File: config.mk
export PLATFORM = sky130hd
export DESIGN_NAME = systolic_tile_sequencer
export DESIGN_NICKNAME = d
export VERILOG_FILES = /design/src/rtl/systolic_tile_sequencer.sv
export SDC_FILE = /design/constraint.sdc
export NUM_CORES = 1
export LEC_CHECK = 0
export BUFFER_PORTS_ARGS = -buffer_cell sky130_fd_sc_hd__buf_2
export CORE_ASPECT_RATIO = 0.9
export CORE_MARGIN = 3
export CORE_UTILIZATION = 45
export CTS_CLUSTER_DIAMETER = 120
export DETAILED_ROUTE_END_ITERATION = 8
export PLACE_DENSITY = 0.76
export SYNTH_ARGS = -nofsm -noshare
export SYNTH_HDL_FRONTEND = slang
export SYNTH_SLANG_ARGS = --single-unit
File: constraint.sdc
create_clock -name clk -period 2 [get_ports clk]
set_clock_uncertainty 0.1 [all_clocks]
set_input_delay 0.2 -clock clk [delete_from_list [all_inputs] [get_ports clk]]
set_output_delay 0.2 -clock clk [all_outputs]
set_load 0.005 [all_outputs]
File: src/rtl/systolic_tile_sequencer.sv
// Sequencer that loads DEPTH weight vectors into a systolic tile, drains, streams data vectors and flushes.
// Optional `SYSTOLIC_SEQ_PERF_CNT_EN adds a saturating start-to-done cycle counter on perf_cycles.
module systolic_tile_sequencer #(
    parameter int DEPTH         = 4,
    parameter int PE_DATA_WIDTH = 16,
    parameter int ADDR_WIDTH    = 6,
    parameter int DRAIN_CYCLES  = 4,
    parameter int VEC_CNT_WIDTH = 8
) (
    input  logic                           clk,
    input  logic                           reset,
    input  logic                           start,
    input  logic                           abort,
    input  logic [ADDR_WIDTH-1:0]          base_addr,
    input  logic [VEC_CNT_WIDTH-1:0]       num_vectors,
    output logic                           mem_req,
    output logic [ADDR_WIDTH-1:0]          mem_addr,
    input  logic [PE_DATA_WIDTH*DEPTH-1:0] mem_rdata,
    input  logic                           mem_rvalid,
    output logic                           arr_control,
    output logic [PE_DATA_WIDTH*DEPTH-1:0] arr_wt,
    output logic [PE_DATA_WIDTH*DEPTH-1:0] arr_data,
    output logic                           arr_valid,
    output logic                           busy,
    output logic                           done
`ifdef SYSTOLIC_SEQ_PERF_CNT_EN
    ,
    output logic [31:0]                    perf_cycles
`endif
);

    localparam int VEC_W        = PE_DATA_WIDTH * DEPTH;
    localparam int CNT_W        = (VEC_CNT_WIDTH > $clog2(DEPTH + 1)) ? VEC_CNT_WIDTH : $clog2(DEPTH + 1);
    localparam int FLUSH_CYCLES = 2 * DEPTH - 1;
    localparam int TMR_MAX      = (DRAIN_CYCLES > FLUSH_CYCLES) ? DRAIN_CYCLES : FLUSH_CYCLES;
    localparam int TMR_W        = $clog2(TMR_MAX + 1);

    localparam logic [CNT_W-1:0] DEPTH_C    = CNT_W'(DEPTH);
    localparam logic [TMR_W-1:0] DRAIN_LAST = TMR_W'(DRAIN_CYCLES - 1);
    localparam logic [TMR_W-1:0] FLUSH_LAST = TMR_W'(FLUSH_CYCLES - 1);

    typedef enum logic [2:0] {
        IDLE,
        LOAD_WEIGHTS,
        DRAIN,
        PROCESS,
        FLUSH,
        DONE
    } state_e;

    state_e                   state_q, state_d;
    logic [ADDR_WIDTH-1:0]    addr_q, addr_d;
    logic [VEC_CNT_WIDTH-1:0] nvec_q, nvec_d;
    logic [CNT_W-1:0]         rsp_cnt_q, rsp_cnt_d;
    logic [TMR_W-1:0]         tmr_q, tmr_d;
    logic                     outst_q, outst_d;
    logic [VEC_W-1:0]         wt_q, wt_d;
    logic [VEC_W-1:0]         data_q, data_d;
    logic                     ctrl_q, ctrl_d;
    logic                     valid_q, valid_d;
    logic                     rsp_ok;

    // NOTE: every variable gets a default before the case so no path leaves it unassigned (no latches).
    always_comb begin
        state_d   = state_q;
        addr_d    = addr_q;
        nvec_d    = nvec_q;
        rsp_cnt_d = rsp_cnt_q;
        tmr_d     = tmr_q;
        outst_d   = outst_q;
        wt_d      = wt_q;
        data_d    = data_q;
        ctrl_d    = 1'b0;
        valid_d   = 1'b0;
        mem_req   = 1'b0;
        rsp_ok    = mem_rvalid && outst_q;

        case (state_q)
            IDLE: begin
                if (start) begin
                    state_d   = LOAD_WEIGHTS;
                    addr_d    = base_addr;
                    nvec_d    = num_vectors;
                    rsp_cnt_d = '0;
                    tmr_d     = '0;
                    outst_d   = 1'b0;
                end
            end
            // The cycle after the last weight response still belongs here so its arr_control pulse
            // never lands in DRAIN.
            LOAD_WEIGHTS: begin
                if (rsp_cnt_q == DEPTH_C) begin
                    state_d   = DRAIN;
                    rsp_cnt_d = '0;
                    tmr_d     = '0;
                end else if (rsp_ok) begin
                    wt_d      = mem_rdata;
                    ctrl_d    = 1'b1;
                    outst_d   = 1'b0;
                    rsp_cnt_d = rsp_cnt_q + 1'b1;
                end else if (!outst_q) begin
                    mem_req = 1'b1;
                    outst_d = 1'b1;
                    addr_d  = addr_q + 1'b1;
                end
            end
            DRAIN: begin
                if (tmr_q == DRAIN_LAST) begin
                    tmr_d   = '0;
                    state_d = (nvec_q == '0) ? FLUSH : PROCESS;
                end else begin
                    tmr_d = tmr_q + 1'b1;
                end
            end
            PROCESS: begin
                if (rsp_cnt_q == CNT_W'(nvec_q)) begin
                    state_d   = FLUSH;
                    rsp_cnt_d = '0;
                    tmr_d     = '0;
                end else if (rsp_ok) begin
                    data_d    = mem_rdata;
                    valid_d   = 1'b1;
                    outst_d   = 1'b0;
                    rsp_cnt_d = rsp_cnt_q + 1'b1;
                end else if (!outst_q) begin
                    mem_req = 1'b1;
                    outst_d = 1'b1;
                    addr_d  = addr_q + 1'b1;
                end
            end
            FLUSH: begin
                if (tmr_q == FLUSH_LAST) begin
                    state_d = DONE;
                    tmr_d   = '0;
                end else begin
                    tmr_d = tmr_q + 1'b1;
                end
            end
            DONE: begin
                state_d = IDLE;
            end
            default: begin
                state_d = IDLE;
            end
        endcase

        // Abort wins over everything; clearing the outstanding flag drops any late response.
        if (abort && (state_q != IDLE)) begin
            state_d   = IDLE;
            outst_d   = 1'b0;
            ctrl_d    = 1'b0;
            valid_d   = 1'b0;
            wt_d      = wt_q;
            data_d    = data_q;
            rsp_cnt_d = '0;
            tmr_d     = '0;
        end
    end

    // NOTE: sequential state uses non-blocking assignments so every register samples pre-edge values.
    always_ff @(posedge clk) begin
        if (reset) begin
            state_q   <= IDLE;
            addr_q    <= '0;
            nvec_q    <= '0;
            rsp_cnt_q <= '0;
            tmr_q     <= '0;
            outst_q   <= 1'b0;
            wt_q      <= '0;
            data_q    <= '0;
            ctrl_q    <= 1'b0;
            valid_q   <= 1'b0;
        end else begin
            state_q   <= state_d;
            addr_q    <= addr_d;
            nvec_q    <= nvec_d;
            rsp_cnt_q <= rsp_cnt_d;
            tmr_q     <= tmr_d;
            outst_q   <= outst_d;
            wt_q      <= wt_d;
            data_q    <= data_d;
            ctrl_q    <= ctrl_d;
            valid_q   <= valid_d;
        end
    end

    assign mem_addr    = addr_q;
    assign arr_control = ctrl_q;
    assign arr_wt      = wt_q;
    assign arr_data    = data_q;
    assign arr_valid   = valid_q;
    assign busy        = (state_q != IDLE);
    assign done        = (state_q == DONE);

`ifdef SYSTOLIC_SEQ_PERF_CNT_EN
    logic [31:0] perf_q;

    // The accepting IDLE cycle counts as 1; every non-IDLE cycle through DONE adds one.
    always_ff @(posedge clk) begin
        if (reset) begin
            perf_q <= '0;
        end else if (state_q == IDLE) begin
            if (start) begin
                perf_q <= 32'd1;
            end
        end else if (perf_q != '1) begin
            perf_q <= perf_q + 32'd1;
        end
    end

    assign perf_cycles = perf_q;
`endif

endmodule
==> flow_summary.yaml <==
outcome:
  outcome: "finished, violations left"
  failed_checks: "setup timing"
sta:
  tightest_slew_ps: 886
  grt_setup_unrepaired: "yes"
  finalWorstSetupSlack_ps: -211
  fin_crit_ps: 2210
  clock.fmax_mhz: 452
  post-route-period-util_pct: 111
  timing.final.hold_violations: 0
  fin_worst_hold_slack_ps: 48.1
  relSlewSlack_pct: 40.9
  number_of_pins_exceeding_their_max_slew_limit_in_the_final_report: 0
  setup_viol: 138
worst_setup_path:
  kind_of_critical_path: "flop to output pin"
  crit_path_max_fanout: 3
  setup.worst_path.start_class: "flop"
  worst-r2r-cell-count: 8
  worstSetupEndpointType: "output pin"
  required_ps: 1700
  worst_r2r_startpoint: "rsp_cnt_q[7]"
  worst_ep_arrival_time_ps: 1910
  regToRegSetupSlack_ps: -150
  crit-reg2reg-capture: "arr_data[8]"
  critical_path.startpoint: "rsp_cnt_q[1]"
grt:
  grt.met2_usage_pct: 43.0
  globalRouteMet1Util_pct: 30.8
  antenna_found_initial: 0
  grt_pass1_wl_um: 32100
  globalRouteTotalUtil_pct: 26.1
  grt_max_degree: 79
  grt_pass1_vias: 6435
  grt_remaining_overflow: 0
  globalRoute.busiestLayer: "met2"
  gr-usage-met3_pct: 7.86
pwr:
  vdd_drop_max_mv: 0.611
  leakage_nw: 5.02
  power.density_mw_per_mm2: 720
  power.total_mw: 7.59
finish:
  fraction_of_layout_instances_using_a_drive_strength_above_1_pct: 43.0
  finish.net_count: 1164
  final_cells: 1273
  final_core_util_pct: 77.7
  area_growth_syn_to_layout_pct: 66.8
  insertedDiodeCount: 0
placed_design:
  port_buffers: 221
  place_congestion: 0.911
  place_hpwl_um: 12400
  placed_instances: 1137
  place_ws_ps: -107
die:
  floorplan.initialDensity_pct: 46.6
  core_area_sq_mm: 0.0136
  placementRows: 40
  fp.dieH_um: 118
  floorplan.die.width_um: 131
  pin_count: 222
  design.die.area_sq_mm: 0.0155
detailed_routing:
  avgRoutedWirePerCell_um: 19.7
  final_antenna_net_count: 0
  drc: 0
  dr_total_vias: 6972
  routed_wirelength_um: 25100
  first_pass_iters: 5
  vias_per_cell: 5.48
  detailed_router_s_first_iteration_violation_count: 477
yosys:
  primary_flip_flop_cell_chosen_by_synthesis_mapping: "dfxtp_1"
  synth.ff_latch_count: 159
  synth_sequential_area_ratio_pct: 50.4
  synth_cell_types: 46
  async_flop_share_pct: 0
  synth_edf_count: 0
  synth_area_per_inst_sq_um: 8.70
  post_synthesis_instance_area_sq_mm: 0.00632
  syn_inst: 726
  yosysWarnings: 0
  synth_nets: 817
clock_tree:
  ctsRootBufferMaster: "clkbuf_16"
  clock_sinks: 159
  clk_pin_slew_ps: 60
  h-tree-depth: 4
  tritoncts: "done"
  cts_inserted_buffers: 17
  clk_path_buf_depth: 2
  worst_skew_pair.late_latency_ps: 420
hold_path:
  whs_path_depth: 3
  holdPathEnd: "mem_addr[4]"
  class_of_the_tightest_hold_or_removal_check: "input pin to flop"
  worst_hold_startpoint: "base_addr[4]"
run:
  drv_cap: 0
==> cell usage in the layout (no fill, tap or decap), types with 4 or more instances in the layout <==
master         instances
ha_1                   7
mux2i_2                6
buf_6                  7
mux2i_1               57
nand3_1               13
o31ai_1                4
buf_4                 46
bufinv_16              5
o22ai_1                4
nand2_4               37
buf_12                12
clkbuf_16             27
o21ai_0                6
nand2_2               29
inv_1                 12
nor2_1                77
a21oi_2               32
dfxtp_2                6
dlygate4sd3_1         73
nand2_1               96
a32o_1                 4
xnor2_1                8
dfxtp_1              153
nand4_1                6
buf_2                220
nor3_1                10
a21oi_1               53
buf_16                 6
==> repair_timing <==
action | CTS | global route
endpoints found under the hold margin | 136 | 0
cloned | 6 | 15
endpoints found under the setup margin | 111 | 148
pin swaps | 7 | 71
hold buffers | 73 | 0
setup buffers | 11 | 3
resized for setup | 30 | 173
==> synthesized netlist by cell type, types with 4 or more instances <==
library cell	n	area, sq um
dfxtp_1	159	3180
nor3_1	11	55.1
nand4_1	6	37.5
a32o_1	4	40.0
nand3_1	13	65.1
nor2_1	78	293
inv_1	14	52.6
o31ai_1	4	30.0
o21ai_0	7	35.0
ha_1	8	100
and3_1	4	25.0
buf_2	12	60.1
buf_6	5	56.3
clkbuf_1	31	116
mux2i_1	64	641
xnor2_1	9	78.8
a21oi_1	85	425
nand2_1	162	608
o22ai_1	4	25.0
==> layer usage <==
layer  share of wire, %  wire (um)  vias up
li1                   -          -     3180
met4                4.8       1210        0
met1                 38       9630     3291
met2                 48      12200      415
met5                  0          0        -
met3                8.5       2130       86
==> cell families (layout without fill, tap and decap cells) <==
logic type / Yosys count / count (layout) / synth area share, %
simple gates: 293 / 293 / 19.6
xor+xnor: 9 / 9 / 1.25
mux: 64 / 64 / 10.1
fa+ha+maj: 8 / 8 / 1.58
compound gates: 131 / 131 / 12.6
buf+inv: 62 / 420 / 4.51
flops: 159 / 159 / 50.4
==> critical path, cell delays in order, from the launching register on <==
cell and delay (ps):
dfxtp_2 340, inv_2 80, ha_4 120, nor4b_4 210, buf_4 160, nand4_1 150, o311ai_2 130, buf_4 170
nor2_1 30, buf_2 110
==> state kept, by name (all words and copies together), names as in the netlist <==
register / cells
arr_data: 64
tmr_q: 3
arr_control: 1
rsp_cnt_q: 8
nvec_q: 8
arr_wt: 64
state_q: 3
outst_q: 1
mem_addr: 6
arr_valid: 1
==> worst max-delay path by stage <==
stage / end / slack (ps) / cells after the start
final: mem_req / -210 / 9
after global placement: arr_wt[2] / -80 / 9
after detailed placement: arr_wt[47] / -110 / 9
after CTS: mem_req / -150 / 9
after global routing: mem_req / -310 / 9
after floorplan: arr_wt[10] / -10 / 9
==> metrics by stage <==
step / setup TNS [ps] / instance area, sq um
floorplan: -487 / 6350
global placement: -2870 / 7860
CTS: -722 / 9610
finish: -7000 / 10500
global route: -14730 / 10500
detailed placement: -5080 / 7860
==> report_power, final <==
group	switching, mW	total [mW]	leakage [nW]	internal (mW)
logic	0.389	0.757	3.42	0.367
clock network	1.34	3.60	0.315	2.25
registers	0.0380	3.24	1.29	3.20
==> final cells by class <==
cell class	count	area, sq um
sequential	159	3190
clock buffer	18	439
multi-input combinational	505	3470
fill	845	3020
inverter	14	52.6
timing repair buffer	376	2940
tap	189	236
clock inverter	12	209
(Power assumes the default switching activity.)
